==> src/rtl/fifo_sample_reader.sv <==
// Pulls samples from a sync_fifo into a 2-entry holding buffer and presents them to the decoder.
// A decoder rewind flushes the buffer and moves the FIFO read pointer back through a jump strobe.
`timescale 1ns/1ps
module fifo_sample_reader #(
  parameter int DATA_WIDTH = 12,
  parameter int ADDR_WIDTH = 3
) (
  input  logic                  clk,
  input  logic                  rst_n,
  input  logic                  enable,
  input  logic                  fifo_empty,
  output logic                  fifo_rd_en,
  input  logic [DATA_WIDTH-1:0] fifo_rd_data,
  output logic                  fifo_jump,
  output logic [ADDR_WIDTH-1:0] fifo_jump_value,
  input  logic                  fifo_jump_error,
  output logic [DATA_WIDTH-1:0] out_data,
  output logic                  out_valid,
  input  logic                  out_ready,
  input  logic                  rewind_req,
  input  logic [ADDR_WIDTH-1:0] rewind_count,
  output logic                  rewind_done,
  output logic                  rewind_err,
  output logic [15:0]           sample_count
);

  localparam logic [1:0] ST_READ  = 2'd0;
  localparam logic [1:0] ST_FLUSH = 2'd1;
  localparam logic [1:0] ST_JUMP  = 2'd2;
  localparam logic [1:0] ST_CHECK = 2'd3;

  logic [1:0]            state_r;
  logic                  run_r;
  logic [DATA_WIDTH-1:0] buf0_r;
  logic [DATA_WIDTH-1:0] buf1_r;
  logic [1:0]            buf_cnt_r;
  logic                  inflight_r;
  logic [ADDR_WIDTH-1:0] rewind_cnt_r;
  logic [ADDR_WIDTH-1:0] jump_value_r;
  logic                  jump_r;
  logic                  done_r;
  logic                  err_r;
  logic [15:0]           sample_count_r;

  logic                  in_read_s;
  logic                  accept_s;
  logic                  valid_s;
  logic                  hs_s;
  logic [2:0]            pending_s;
  logic                  rd_en_s;
  logic                  flush_now_s;
  logic [1:0]            cnt_pop_s;
  logic [ADDR_WIDTH:0]   jump_sum_s;
  logic [DATA_WIDTH-1:0] buf0_n;
  logic [DATA_WIDTH-1:0] buf1_n;
  logic [1:0]            cnt_n;

  // Output valid is suppressed from the cycle a rewind is accepted until READ resumes.
  assign in_read_s   = (state_r == ST_READ);
  assign accept_s    = in_read_s && rewind_req;
  assign valid_s     = in_read_s && !rewind_req && (buf_cnt_r != 2'd0);
  assign hs_s        = valid_s && out_ready;
  assign pending_s   = {1'b0, buf_cnt_r} + {2'b00, inflight_r} - {2'b00, hs_s};
  assign rd_en_s     = run_r && in_read_s && !rewind_req && enable && !fifo_empty &&
                       (pending_s < 3'd2);
  assign flush_now_s = (state_r == ST_FLUSH) && !inflight_r;
  assign cnt_pop_s   = buf_cnt_r - {1'b0, hs_s};
  assign jump_sum_s  = {1'b0, rewind_cnt_r} + {{(ADDR_WIDTH-1){1'b0}}, buf_cnt_r};

  assign fifo_rd_en      = rd_en_s;
  assign fifo_jump       = jump_r;
  assign fifo_jump_value = jump_value_r;
  assign out_data        = buf0_r;
  assign out_valid       = valid_s;
  assign rewind_done     = done_r;
  assign rewind_err      = err_r;
  assign sample_count    = sample_count_r;

  // Next holding-buffer contents: retire the head on handshake, then append landing read data.
  always_comb begin
    buf1_n = buf1_r;
    if (hs_s) begin
      buf0_n = buf1_r;
    end else begin
      buf0_n = buf0_r;
    end
    if (flush_now_s) begin
      cnt_n = 2'd0;
    end else if (inflight_r) begin
      cnt_n = cnt_pop_s + 2'd1;
      case (cnt_pop_s)
        2'd0:    buf0_n = fifo_rd_data;
        default: buf1_n = fifo_rd_data;
      endcase
    end else begin
      cnt_n = cnt_pop_s;
    end
  end

  // Datapath registers: buffer, read-in-flight tracker and delivered-sample counter.
  always_ff @(posedge clk or negedge rst_n) begin
    if (!rst_n) begin
      run_r          <= 1'b0;
      buf0_r         <= '0;
      buf1_r         <= '0;
      buf_cnt_r      <= 2'd0;
      inflight_r     <= 1'b0;
      sample_count_r <= 16'd0;
    end else begin
      run_r      <= 1'b1;
      buf0_r     <= buf0_n;
      buf1_r     <= buf1_n;
      buf_cnt_r  <= cnt_n;
      inflight_r <= rd_en_s;
      if (hs_s) begin
        sample_count_r <= sample_count_r + 16'd1;
      end
    end
  end

  // Rewind sequencer: fifo_jump and the result pulses are registered one-cycle strobes.
  always_ff @(posedge clk or negedge rst_n) begin
    if (!rst_n) begin
      state_r      <= ST_READ;
      rewind_cnt_r <= '0;
      jump_value_r <= '0;
      jump_r       <= 1'b0;
      done_r       <= 1'b0;
      err_r        <= 1'b0;
    end else begin
      jump_r       <= 1'b0;
      jump_value_r <= '0;
      done_r       <= 1'b0;
      err_r        <= 1'b0;
      case (state_r)
        ST_READ: begin
          if (accept_s) begin
            rewind_cnt_r <= rewind_count;
            state_r      <= ST_FLUSH;
          end
        end
        ST_FLUSH: begin
          // The jump also covers buffered-but-undelivered samples, so they are re-read.
          if (!inflight_r) begin
            if (jump_sum_s[ADDR_WIDTH]) begin
              err_r   <= 1'b1;
              state_r <= ST_READ;
            end else begin
              jump_r       <= 1'b1;
              jump_value_r <= jump_sum_s[ADDR_WIDTH-1:0];
              state_r      <= ST_JUMP;
            end
          end
        end
        ST_JUMP: begin
          state_r <= ST_CHECK;
        end
        ST_CHECK: begin
          if (fifo_jump_error) begin
            err_r <= 1'b1;
          end else begin
            done_r <= 1'b1;
          end
          state_r <= ST_READ;
        end
        default: begin
          state_r <= ST_READ;
        end
      endcase
    end
  end

endmodule

==> config.mk <==
export PLATFORM = sky130hd
export DESIGN_NAME = fifo_sample_reader
export DESIGN_NICKNAME = d
export VERILOG_FILES = /design/src/rtl/fifo_sample_reader.sv
export SDC_FILE = /design/constraint.sdc
export NUM_CORES = 1
export LEC_CHECK = 0
export ABC_AREA = 1
export BUFFER_PORTS_ARGS = -buffer_cell sky130_fd_sc_hd__buf_2
export CORE_AREA = 4 4 75 77
export CTS_CLUSTER_DIAMETER = 30
export DETAILED_ROUTE_END_ITERATION = 6
export DIE_AREA = 0 0 79 81
export HOLD_SLACK_MARGIN = 0.15
export MAX_ROUTING_LAYER = met4
export PLACE_DENSITY = 0.9
export SKIP_CTS_REPAIR_TIMING = 1
export SLEW_MARGIN = 40
export SYNTH_ARGS = -nofsm -noshare
export SYNTH_HDL_FRONTEND = slang
export SYNTH_SLANG_ARGS = --single-unit
==> constraint.sdc <==
create_clock -name clk -period 3.8 [get_ports clk]
set_clock_uncertainty 0.05 [all_clocks]
set_input_delay 0.57 -clock clk [delete_from_list [all_inputs] [get_ports clk]]
set_output_delay 0.57 -clock clk [all_outputs]
set_load 0.01 [all_outputs]
== Word level (Yosys, flattened, before mapping) ==
Cells that the tools add are included.

* Output and inout bits: 36
* Input bits: 22
* Register bits after elaboration: 55

* Bitwise gates (word level): 2
* Muxes and demuxes: 22
* $lt $le $gt $ge: 1
* Reduce and logical (&&, ||, !) cells: 19
* Equal/unequal tests: 5
* $add $sub $neg: 6

{| class="wikitable"
|+ Operators by type and width
! operator !! number
|-
| $mux 12 || 4
|-
| $add 16x1->16 const B || 1
|-
| $logic_and 1x1->1 || 10
|-
| $mux 2 || 5
|-
| $mux 3 || 3
|-
| $mux 1 || 8
|-
| $pmux 2 s4 || 1
|-
| $add 3x2->4 || 1
|-
| $eq 2x2->1 const B || 2
|-
| $logic_not 2->1 || 2
|-
| $reduce_and 2->1 || 2
|-
| $add 2x1->3 || 1
|-
| $logic_not 1->1 || 3
|-
| $lt 3x2->1 const B || 1
|-
| $reduce_and 3->1 || 1
|-
| $sub 3x1->3 || 1
|-
| $add 2x1->2 const B || 1
|-
| $eq 2x1->1 const B || 1
|-
| $ne 2x1->1 const B || 1
|-
| $ne 2x2->1 const B || 1
|-
| $not 1->1 || 2
|-
| $pmux 1 s2 || 1
|-
| $reduce_bool 2->1 || 1
|-
| $sub 2x1->2 || 1
|}

== Logic depth before layout (Yosys ltp) ==
Gate-level depths: netlist of run 1.

* Word-level depth: 9
* Depth in mapped cells: 11
* Gate-level depth less buffers: 10

== Worst setup path before layout of run 1 ==
No wires, ideal clock.

* Path kind: input-to-output
* Start: input rewind_req
* End: output fifo_rd_en
* Data required time: 3.180 ns
* Cell stages on the path: 8
* Data arrival time: 2.370 ns
* Setup slack: 0.810 ns
* Cells stage by stage: inv_1 -> nand3_1 -> nor2_2 -> ha_1 -> or2_1 -> fa_1 -> nand4_1 -> nor3_1

* Longest elaborated chain between the ends: 7
* Elaborated cells between the ends (all ways): 10

{| class="wikitable"
|+ Ends and longest elaborated chain
! what !! line !! source
|-
| from (decl) || 20 || <nowiki>input logic rewind_req,</nowiki>
|-
| $logic_not 1->1 (*) || 61, 64 ||
|-
| $logic_and 1x1->1 (2 in series) || 61 || <nowiki>assign valid_s = in_read_s && !rewind_req && (buf_cnt_r != 2'd0);</nowiki>
|-
| $logic_and 1x1->1 || 62 || <nowiki>assign hs_s = valid_s && out_ready;</nowiki>
|-
| $sub 3x1->3 || 63 || <nowiki>assign pending_s = {1'b0, buf_cnt_r} + {2'b00, inflight_r} - {2'b00, hs_s};</nowiki>
|-
| $lt 3x2->1 || 65 || <nowiki>(pending_s < 3'd2);</nowiki>
|-
| $logic_and 1x1->1 (*) || 64 || <nowiki>assign rd_en_s = run_r && in_read_s && !rewind_req && enable && !fifo_empty &&</nowiki>
|-
| to (decl) || 12 || <nowiki>output logic fifo_rd_en,</nowiki>
|}

Every way passes the cells marked *; elsewhere a longest branch is shown, timed or not.

== Final worst setup path of run 1 ==
* Start: register buf_cnt_r[1]
* End: output fifo_rd_en

* Longest elaborated chain between the ends: 6
* Elaborated cells between the ends (all ways): 7

{| class="wikitable"
|+ Ends and longest elaborated chain
! what !! line !! source
|-
| from (decl) || 36 || <nowiki>logic [1:0] buf_cnt_r;</nowiki>
|-
| from (signal assigned) || 113 || <nowiki>buf_cnt_r <= cnt_n;</nowiki>
|-
| branches (longest 3 deep; another with $add 2x1->3) || - ||
|-
| $sub 3x1->3 (*) || 63 ||
|-
| $lt 3x2->1 (*) || 65 ||
|-
| $logic_and 1x1->1 (*) || 64 ||
|}

Mark *: on every way between the ends.

==> results of run 1 <==
flip-flops by register name, summed over array words and instances, names as in the netlist, named ones only:
signal	cells
out_data	12
inflight_r	1
rewind_cnt_r	3
state_r	1
sample_count	16
fifo_jump_value	3
buf1_r	12
buf_cnt_r	2
run_r	1
fifo_jump	1
rewind_err	1
rewind_done	1
layout by cell type, fill, tap and decap left out:
cell,instances
nand2_1,65
buf_2,57
dfrtp_1,55
inv_1,34
nor2_1,32
nand3_1,21
o21ai_1,13
xor2_1,11
mux2_4,10
clkbuf_8,7
ha_1,6
buf_4,5
inv_2,4
mux2_1,4
nor2_2,3
o21ai_0,3
xnor2_1,3
nand4_1,3
nor3_1,3
a21oi_1,2
nand3b_1,2
fa_1,2
nand4_2,1
a31oi_1,1
or2_1,1
or2_4,1
clkinv_1,1
clkbuf_1,1
conb_1,1
through the flow:
step | area [um^2] | worst slack [ps] | hold WS (ps) | std cells | power (W)
floorplan | 2660 | 810 | 224 | 289 | 0.00133
CTS | 3130 | 454 | 213 | 422 | 0.00192
detailed placement | 3030 | 710 | 429 | 414 | 0.00157
finish | 3130 | 481 | 196 | 422 | 0.00190
global route | 3130 | 261 | 231 | 422 | 0.00206
global placement | 3030 | 790 | 420 | 414 | 0.00153
per-layer routing:
| layer | vias to the layer above | global-route usage (%) | wire [um] |
|---|---|---|---|
| met5 | - | - | 0 |
| met4 | 0 | 6.53 | 53 |
| met3 | 4 | 2.88 | 183 |
| met2 | 42 | 32.1 | 2730 |
| met1 | 982 | 23.0 | 2320 |
| li1 | 1026 | - | - |
cell families (layout without fill, tap and decap cells):
logic type | after synthesis | in the layout | share of synthesized area [%]
AOI/OAI and AO/OA | 19 | 19 | 3.63
xor gates and xnor gates | 14 | 14 | 4.61
adders and majority gates | 8 | 8 | 4.33
buffers and inverters | 46 | 109 | 6.92
DFF | 55 | 55 | 51.8
muxes | 14 | 14 | 7.34
other | 1 | 1 | 0.141
and+or+nand+nor | 132 | 132 | 21.2
worst max-delay path by stage:
stage	endpoint	slack (ps)
final	fifo_rd_en	480
after global placement	fifo_rd_en	790
after global routing	fifo_rd_en	260
after floorplan	fifo_rd_en	810
after CTS	fifo_rd_en	450
after detailed placement	fifo_rd_en	710
layout make-up:
type,count,share of cell area (%)
Multi-Input combinational cell,188,35.1
Timing Repair Buffer,62,10.3
Sequential cell,55,44.0
Tap cell,70,2.80
Clock buffer,8,3.20
Inverter,39,4.68
power by group:
group	switching (W)	internal [W]
sequential	0.000123	0.000779
clock	0.000179	0.000167
combinational	0.000356	0.000295
total	0.000657	0.00124
==> impl_metrics.env, run 1 <==
export IMPL_drt_total_wl_um=5290
export IMPL_worst_path_buf_inv=2
export IMPL_fp_coreArea_um2=5010
export IMPL_drive_gt1_share_pct=25.0
export IMPL_slew_violations=0
export IMPL_status="completed"
export IMPL_cts_htree_levels=2
export IMPL_insertion_delay_ps=300
export IMPL_gp_congestion=0.869
export IMPL_synthCells=289
export IMPL_route_detailed_drc=0
export IMPL_drtAntennaViolNets=0
export IMPL_num_antenna_cells=0
export IMPL_antenna_found_initial=0
export IMPL_crit_start="buf_cnt_r[1]$_DFF_PN0_"
export IMPL_power_density_nw_per_um2=607
export IMPL_die_area_um2=6400
export IMPL_clockRootBuffer="clkbuf_8"
export IMPL_nNetsFinal=381
export IMPL_yosysSeqAreaShare_pct=51.8
export IMPL_post_drt_wl_per_cell_um=12.5
export IMPL_nFillCells=439
export IMPL_yosys_register_bits=55
export IMPL_regArea_um2=1380
export IMPL_irDropWorstVdd_mv=0.373
export IMPL_rows=26
export IMPL_multi_input_area_um2=1100
export IMPL_arrival_ps=2700
export IMPL_avgSynthCellArea_um2=9.20
export IMPL_synth_edf_count=0
export IMPL_place_hpwl_um=3900
export IMPL_synth_cell_types=28
export IMPL_crit_cells=10
export IMPL_grt_total_usage_pct=18.8
export IMPL_ioPinCount=58
export IMPL_totalNegativeSetupSlack_ps=0
export IMPL_final_core_util_pct=62.5
export IMPL_cts_tree="done"
export IMPL_num_vias=2054
export IMPL_r2r_slack_ps=1170
export IMPL_synth_most_common_cell="nand2_1"
export IMPL_clk_pin_slew_ps=90
export IMPL_path_delay_family="simple AND/OR/NAND/NOR gates"
export IMPL_relSlewSlack_pct=63.1
export IMPL_first_pass_iters=4
export IMPL_p_leak_nw=1.74
export IMPL_critPathCaptureType="primary output"
export IMPL_synth_top_area_share_pct=51.8
export IMPL_crit_chain="inv_1, nand2_1, nand3_1, nor2_2, ha_1, or2_1, fa_1, nand4_1, nor3_1, buf_2"
export IMPL_rsz0062_at_grt="no"
export IMPL_die_h_um=81
export IMPL_yosys_warnings=0
export IMPL_viasPerCell=4.87
export IMPL_min_period_ps=3320
export IMPL_die_width_um=79
export IMPL_fmax_ghz=0.301
export IMPL_grt_pass1_vias=2063
export IMPL_worstRegToRegCells=11
export IMPL_critical_path_class="reg -> out"
export IMPL_worst_pin_slew_ps=554
export IMPL_r2r_end="buf1_r[1]$_DFFE_PN0P_"
export IMPL_crit_slowest_cell="dfrtp_1"
export IMPL_syn_nets=319
export IMPL_crit_path_max_incr_delay_ps=490
export IMPL_hold_viol_final=0
export IMPL_maxCapViolCount=0
export IMPL_grt_pass1_wl_um=9170
export IMPL_period_share_pct=87.3
export IMPL_cp_required_ps=3180
export IMPL_start_kind="flip-flop"
export IMPL_cts_num_sinks=55
export IMPL_port_buffer_count=57
export IMPL_cts_buffer_depth=2
export IMPL_synthFlopType="dfrtp_1"
export IMPL_async_reset_ff_share_pct=100
export IMPL_setup_viol=0
export IMPL_worstPathMaxFanout=5
export IMPL_grt_overflow_total=0
export IMPL_yosysTopAreaCell="dfrtp_1"
export IMPL_netlist_top_cells_area="dfrtp_1 52%, nand2_1 9.2%, mux2_4 5.6%"
export IMPL_synthToLayoutAreaGrowth_pct=17.8
export IMPL_syn_area_um2=2660
export IMPL_cts_buffers=5
export IMPL_grt_max_degree=34
export IMPL_start_util_pct=53.0
export IMPL_synthTopCellsByCount="65 x nand2_1, 55 x dfrtp_1, 34 x inv_1, 32 x nor2_1, 21 x nand3_1"
export IMPL_drtIter0Drc=100
export IMPL_hold_class="in -> async"
export IMPL_r2r_start="buf_cnt_r[1]$_DFF_PN0_"
No activity file was read; power rests on OpenSTA's default activity.
==> inputs of run 2 (changes only) <==
--- a/config.mk
+++ b/config.mk
@@ -5,12 +5,11 @@
 export SDC_FILE = /design/constraint.sdc
 export NUM_CORES = 1
 export LEC_CHECK = 0
-export ABC_AREA = 1
 export BUFFER_PORTS_ARGS = -buffer_cell sky130_fd_sc_hd__buf_2
-export CORE_AREA = 4 4 75 77
+export CORE_AREA = 4 4 72 74
 export CTS_CLUSTER_DIAMETER = 30
 export DETAILED_ROUTE_END_ITERATION = 6
-export DIE_AREA = 0 0 79 81
+export DIE_AREA = 0 0 76 78
 export HOLD_SLACK_MARGIN = 0.15
 export MAX_ROUTING_LAYER = met4
 export PLACE_DENSITY = 0.9
==> impl_metrics.env, run 2 <==
export IMPL_synthFlopType="dfrtp_1"
export IMPL_fp_coreArea_um2=4600
export IMPL_hold_class="in -> async"
export IMPL_drtIter0Drc=134
export IMPL_fin_area_um2=2880
export IMPL_min_period_ps=3600
export IMPL_largest_reg_flops=16
export IMPL_cts_htree_levels=2
export IMPL_synth_cell_types=33
export IMPL_relSlewSlack_pct=50.3
export IMPL_netlist_top_cells_area="dfrtp_1 57%, mux2_2 6.5%, nand2_1 6.5%"
export IMPL_avgSynthCellArea_um2=11.0
export IMPL_clockRootBuffer="clkbuf_8"
export IMPL_slew_violations=0
export IMPL_nFillCells=373
export IMPL_drtAntennaViolNets=0
export IMPL_drive_gt1_share_pct=30.7
export IMPL_post_drt_wl_per_cell_um=14.5
export IMPL_critPathCaptureType="primary output"
export IMPL_num_vias=1784
export IMPL_syn_nets=252
export IMPL_place_hpwl_um=3530
export IMPL_clk_pin_slew_ps=90
export IMPL_power_density_nw_per_um2=627
export IMPL_fmax_ghz=0.278
export IMPL_start_kind="flip-flop"
export IMPL_synthCells=222
export IMPL_syn_area_um2=2430
export IMPL_num_antenna_cells=0
export IMPL_synth_most_common_cell="dfrtp_1"
export IMPL_setup_viol=0
export IMPL_async_reset_ff_share_pct=100
export IMPL_drt_total_wl_um=4880
export IMPL_cp_required_ps=3180
export IMPL_cts_tree="done"
export IMPL_yosysSeqAreaShare_pct=56.6
export IMPL_arrival_ps=2980
export IMPL_grt_pass1_vias=1908
export IMPL_cts_buffers=5
export IMPL_synth_top_area_share_pct=56.6
export IMPL_insertion_delay_ps=310
export IMPL_synthToLayoutAreaGrowth_pct=18.6
export IMPL_gp_congestion=0.785
export IMPL_worstPathMaxFanout=18
export IMPL_grt_max_degree=52
export IMPL_route_detailed_drc=0
export IMPL_power_w=0.00181
export IMPL_status="completed"
export IMPL_start_util_pct=52.9
export IMPL_layout_common_cells="56 x buf_2, 55 x dfrtp_1, 42 x nand2_1"
export IMPL_die_h_um=78
export IMPL_die_width_um=76
export IMPL_grt_overflow_total=0
export IMPL_period_share_pct=94.8
export IMPL_worst_pin_slew_ps=744
export IMPL_antenna_found_initial=0
export IMPL_hold_viol_final=0
export IMPL_ioPinCount=58
export IMPL_rsz0062_at_grt="no"
export IMPL_maxCapViolCount=0
export IMPL_grt_pass1_wl_um=8600
export IMPL_yosys_register_bits=55
export IMPL_first_pass_iters=4
export IMPL_port_buffer_count=57
export IMPL_synthTopCellsByCount="55 x dfrtp_1, 42 x nand2_1, 21 x nor2_1, 14 x mux2_2, 13 x xnor2_1"
export IMPL_p_leak_nw=1.42
export IMPL_cts_buffer_depth=2
export IMPL_nNetsFinal=312
export IMPL_viasPerCell=5.29
export IMPL_cts_num_sinks=55
export IMPL_irDropWorstVdd_mv=0.255
export IMPL_totalNegativeSetupSlack_ps=0
export IMPL_critical_path_class="reg -> out"
export IMPL_yosys_warnings=0
export IMPL_rows=25
export IMPL_yosysTopAreaCell="dfrtp_1"
export IMPL_synth_edf_count=0
export IMPL_grt_total_usage_pct=18.3
export IMPL_placed_area_um2=2760
export IMPL_layout_commonest_cell="buf_2"
export IMPL_die_area_um2=5930
## run 2: changes by cell type in the layout (fill, tap and decap cells not counted), sizes merged, moves of 10 or more
| cell | delta |
|---|---|
| nand2 | -23 |
| a31oi | +11 |
| o21ai | -12 |
| nor2 | -14 |
| inv | -31 |
| xnor2 | +10 |
| nand3 | -14 |
## run 2: layer usage
layer  up-vias  global-route usage, %  routed length [um]
li1        866                      -                   -
met1       864                   21.6                2140
met2        45                   30.9                2450
met3         9                   3.83                 211
met4         0                   6.23                  77
met5         -                      -                   0
## run 2: report_power, final
group | internal (W) | switching, W | total (W) | leakage, nW
registers | 0.000775 | 0.000121 | 0.000896 | 0.700
logic | 0.000249 | 0.000266 | 0.000514 | 0.656
clock network | 0.000213 | 0.000184 | 0.000397 | 0.0612
## run 2: worst paths after layout
| path | endpoint | slack [ps] | cells after the start |
|---|---|---|---|
| worst max-delay path | fifo_rd_en | 200 | 9 |
| worst min-delay path | out_data[6]$_DFF_PN0_ | 220 | 1 |
| worst max register to register | out_data[11]$_DFF_PN0_ | 950 | 9 |
| worst min register to register | sample_count[15]$_DFFE_PN0N_ | 420 | 1 |
| max in group asynchronous | sample_count[9]$_DFFE_PN0N_ | 2960 | 2 |
| min in group clk | rewind_done$_DFF_PN0_ | 400 | 2 |
## run 2: stage by stage
| stage | hold slack, ps | utilization [%] | setup slack (ps) | std cells |
|---|---|---|---|---|
| 3_5_place_dp | 419 | 60.1 | 253 | 329 |
| 2_1_floorplan | 224 | - | 412 | 222 |
| 4_1_cts | 250 | 62.6 | 83.5 | 337 |
| 6_report | 216 | 62.7 | 197 | 337 |
| 5_1_grt | 280 | 62.7 | 42.3 | 337 |
| 3_3_place_gp | 406 | 60.0 | 290 | 329 |
## run 2: layout make-up
| class | instances | area [um^2] | area share, % |
|---|---|---|---|
| clock buffers | 6 | 82.6 | 2.86 |
| repair buffers | 60 | 310 | 10.8 |
| multi-input cells | 152 | 977 | 33.9 |
| inverters | 8 | 35.0 | 1.21 |
| clock inverters | 2 | 35.0 | 1.21 |
| flip-flops and latches | 55 | 1380 | 47.7 |
| well taps | 54 | 67.6 | 2.34 |
## run 2: kinds of logic (layout without fill, tap and decap cells)
| family | count (synthesis) | in the layout | synth area share [%] |
|---|---|---|---|
| flip-flops | 55 | 55 | 56.6 |
| XOR/XNOR | 18 | 18 | 6.48 |
| multiplexers | 14 | 14 | 6.48 |
| buffers and inverters | 15 | 76 | 3.40 |
| AND/OR/NAND/NOR | 91 | 91 | 17.2 |
| adder cells (fa/ha/maj) | 8 | 8 | 4.73 |
| AO/OA/AOI/OAI | 20 | 20 | 4.89 |
| other | 1 | 1 | 0.154 |
## run 2: critical path, cell delays in order (launching register included)
cell and delay (ps):
dfrtp_1 450, or3_4 460, or2_1 290, clkinv_4 140, ha_1 240, nand2b_1 150
fa_1 480, nand4b_1 90, nor3_1 200, buf_2 180
==> inputs of run 3 (changes only) <==
--- a/config.mk
+++ b/config.mk
@@ -6,10 +6,11 @@
 export NUM_CORES = 1
 export LEC_CHECK = 0
 export BUFFER_PORTS_ARGS = -buffer_cell sky130_fd_sc_hd__buf_2
-export CORE_AREA = 4 4 72 74
+export CORE_AREA = 2 2 70 72
+export CTS_BUF_LIST = sky130_fd_sc_hd__clkbuf_8 sky130_fd_sc_hd__clkbuf_16
 export CTS_CLUSTER_DIAMETER = 30
 export DETAILED_ROUTE_END_ITERATION = 6
-export DIE_AREA = 0 0 76 78
+export DIE_AREA = 0 0 72 74
 export HOLD_SLACK_MARGIN = 0.15
 export MAX_ROUTING_LAYER = met4
 export PLACE_DENSITY = 0.9
==> impl_metrics.env, run 3 (synthesized netlist as in run 2, its figures left out) <==
export IMPL_status="completed"
export IMPL_cts_buffers=5
export IMPL_antenna_found_initial=0
export IMPL_gp_congestion=0.757
export IMPL_r2r_end="out_data[4]$_DFF_PN0_"
export IMPL_cts_htree_levels=2
export IMPL_p_leak_nw=1.40
export IMPL_num_antenna_cells=0
export IMPL_die_h_um=74
export IMPL_critical_path_class="reg -> out"
export IMPL_route_detailed_drc=0
export IMPL_path_delay_family="simple AND/OR/NAND/NOR gates"
export IMPL_crit_slowest_cell="fa_1"
export IMPL_cts_num_sinks=55
export IMPL_rsz0062_at_grt="no"
export IMPL_drive_gt1_share_pct=30.9
export IMPL_worst_path_buf_inv=2
export IMPL_post_drt_wl_per_cell_um=14.0
export IMPL_grt_max_degree=30
export IMPL_fp_coreArea_um2=4600
export IMPL_power_frac_comb_pct=30.0
export IMPL_top_usage_layer="met2"
export IMPL_die_width_um=72
export IMPL_port_buffer_count=57
export IMPL_cts_buffer_depth=2
export IMPL_drtIter0Drc=142
export IMPL_period_share_pct=95.4
export IMPL_nNetsFinal=312
export IMPL_place_hpwl_um=3560
export IMPL_largest_reg_flops=16
export IMPL_viasPerCell=5.41
export IMPL_clockPowerShare_pct=18.4
export IMPL_p_seq_share_pct=51.6
export IMPL_worstPathMaxFanout=18
export IMPL_totalNegativeSetupSlack_ps=0
export IMPL_placed_area_um2=2760
export IMPL_maxCapViolCount=0
export IMPL_rows=25
export IMPL_relSlewSlack_pct=51.4
export IMPL_grt_overflow_total=0
export IMPL_fin_area_um2=2860
export IMPL_layout_common_cells="57 x buf_2, 55 x dfrtp_1, 42 x nand2_1"
export IMPL_power_w=0.00174
export IMPL_drtAntennaViolNets=0
export IMPL_grt_pass1_vias=1711
export IMPL_cp_required_ps=3180
export IMPL_insertion_delay_ps=310
export IMPL_start_kind="flip-flop"
export IMPL_synthToLayoutAreaGrowth_pct=17.5
export IMPL_hold_class="in -> async"
export IMPL_first_pass_iters=4
export IMPL_ioPinCount=58
export IMPL_r2r_slack_ps=970
export IMPL_cts_tree="done"
export IMPL_fmax_ghz=0.276
export IMPL_start_util_pct=52.9
export IMPL_grt_pass1_wl_um=7710
export IMPL_p_sw_w=0.000568
export IMPL_clockRootBuffer="clkbuf_8"
export IMPL_setup_viol=0
export IMPL_num_vias=1818
export IMPL_grt_total_usage_pct=19.5
export IMPL_min_period_ps=3620
export IMPL_arrival_ps=3000
export IMPL_hold_viol_final=0
export IMPL_grt_util_met1_pct=24.1
export IMPL_p_sw_share_pct=32.7
export IMPL_finalWorstSetupSlack_ps=175
export IMPL_p_int_w=0.00117
export IMPL_die_area_um2=5330
export IMPL_met3_usage_pct=5.15
export IMPL_worstRegToRegCells=9
export IMPL_dp_slack_ps=218
export IMPL_slew_violations=0
export IMPL_worst_pin_slew_ps=728
export IMPL_clk_pin_slew_ps=90
export IMPL_crit_chain="or3_4, or2_1, clkinv_4, ha_1, nand2b_1, fa_1, nand4b_1, nor3_2, buf_2"
export IMPL_drt_total_wl_um=4710
export IMPL_irDropWorstVdd_mv=0.341
export IMPL_met2_usage_pct=31.6
export IMPL_layout_commonest_cell="buf_2"
export IMPL_critPathCaptureType="primary output"
export IMPL_crit_path_max_incr_delay_ps=500
export IMPL_power_density_nw_per_um2=608
run 3: cell types whose count changed in the layout (fill, tap and decap cells not counted):
cell	previous run	this run
buf_2	56	57
buf_4	4	3
bufinv_16	1	0
nor3_1	3	2
nor3_2	2	3
run 3: worst max-delay path by stage:
stage                     startpoint          to  slack, ps  depth (start not counted)
after global placement    rewind_req  fifo_rd_en        290                         10
after global routing       flip-flop  fifo_rd_en         30                          9
after CTS                  flip-flop  fifo_rd_en         30                          9
after detailed placement  rewind_req  fifo_rd_en        220                         10
after floorplan           rewind_req  fifo_rd_en        410                         11
final                      flip-flop  fifo_rd_en        180                          9
run 3: routing by layer:
metal / vias up / share of wire [%]
met2: 50 / 50
met1: 890 / 42
li1: 869 / -
met4: 0 / 1.6
met3: 9 / 5.8
met5: - / 0
run 3: power groups by stage:
stage               combinational [W]  clock, W  sequential [W]
global placement             0.000498         0        0.000893
global route                 0.000589  0.000345        0.000920
floorplan                    0.000290         0        0.000934
CTS                          0.000525  0.000324        0.000895
detailed placement           0.000521         0        0.000908
finish                       0.000522  0.000320        0.000896
run 3: area by class of cell:
| type | count | area (um^2) |
|---|---|---|
| clock buffer | 6 | 82.6 |
| inverter | 8 | 35.0 |
| sequential | 55 | 1380 |
| multi-input combinational | 152 | 982 |
| timing repair buffer | 60 | 308 |
| fill | 378 | 1740 |
| clock inverter | 1 | 5.00 |
| tap | 54 | 67.6 |
run 3: worst reg2reg max path: cells and delay by family, from the launching register on:
kind	cells	cell delay [ps]
buffers and inverters	1	140
adder cells (fa/ha/maj)	2	390
flip-flops	1	450
AND/OR/NAND/NOR	4	1430
AO/OA/AOI/OAI	1	60
XOR/XNOR	1	140
run 3: metrics by stage:
stage / hold slack, ps / cells / utilization [%]
after floorplan: 224 / 222 / -
after global placement: 408 / 329 / 60.0
after detailed placement: 427 / 329 / 60.0
after CTS: 224 / 336 / 61.9
after global routing: 260 / 336 / 62.1
final: 204 / 336 / 62.1
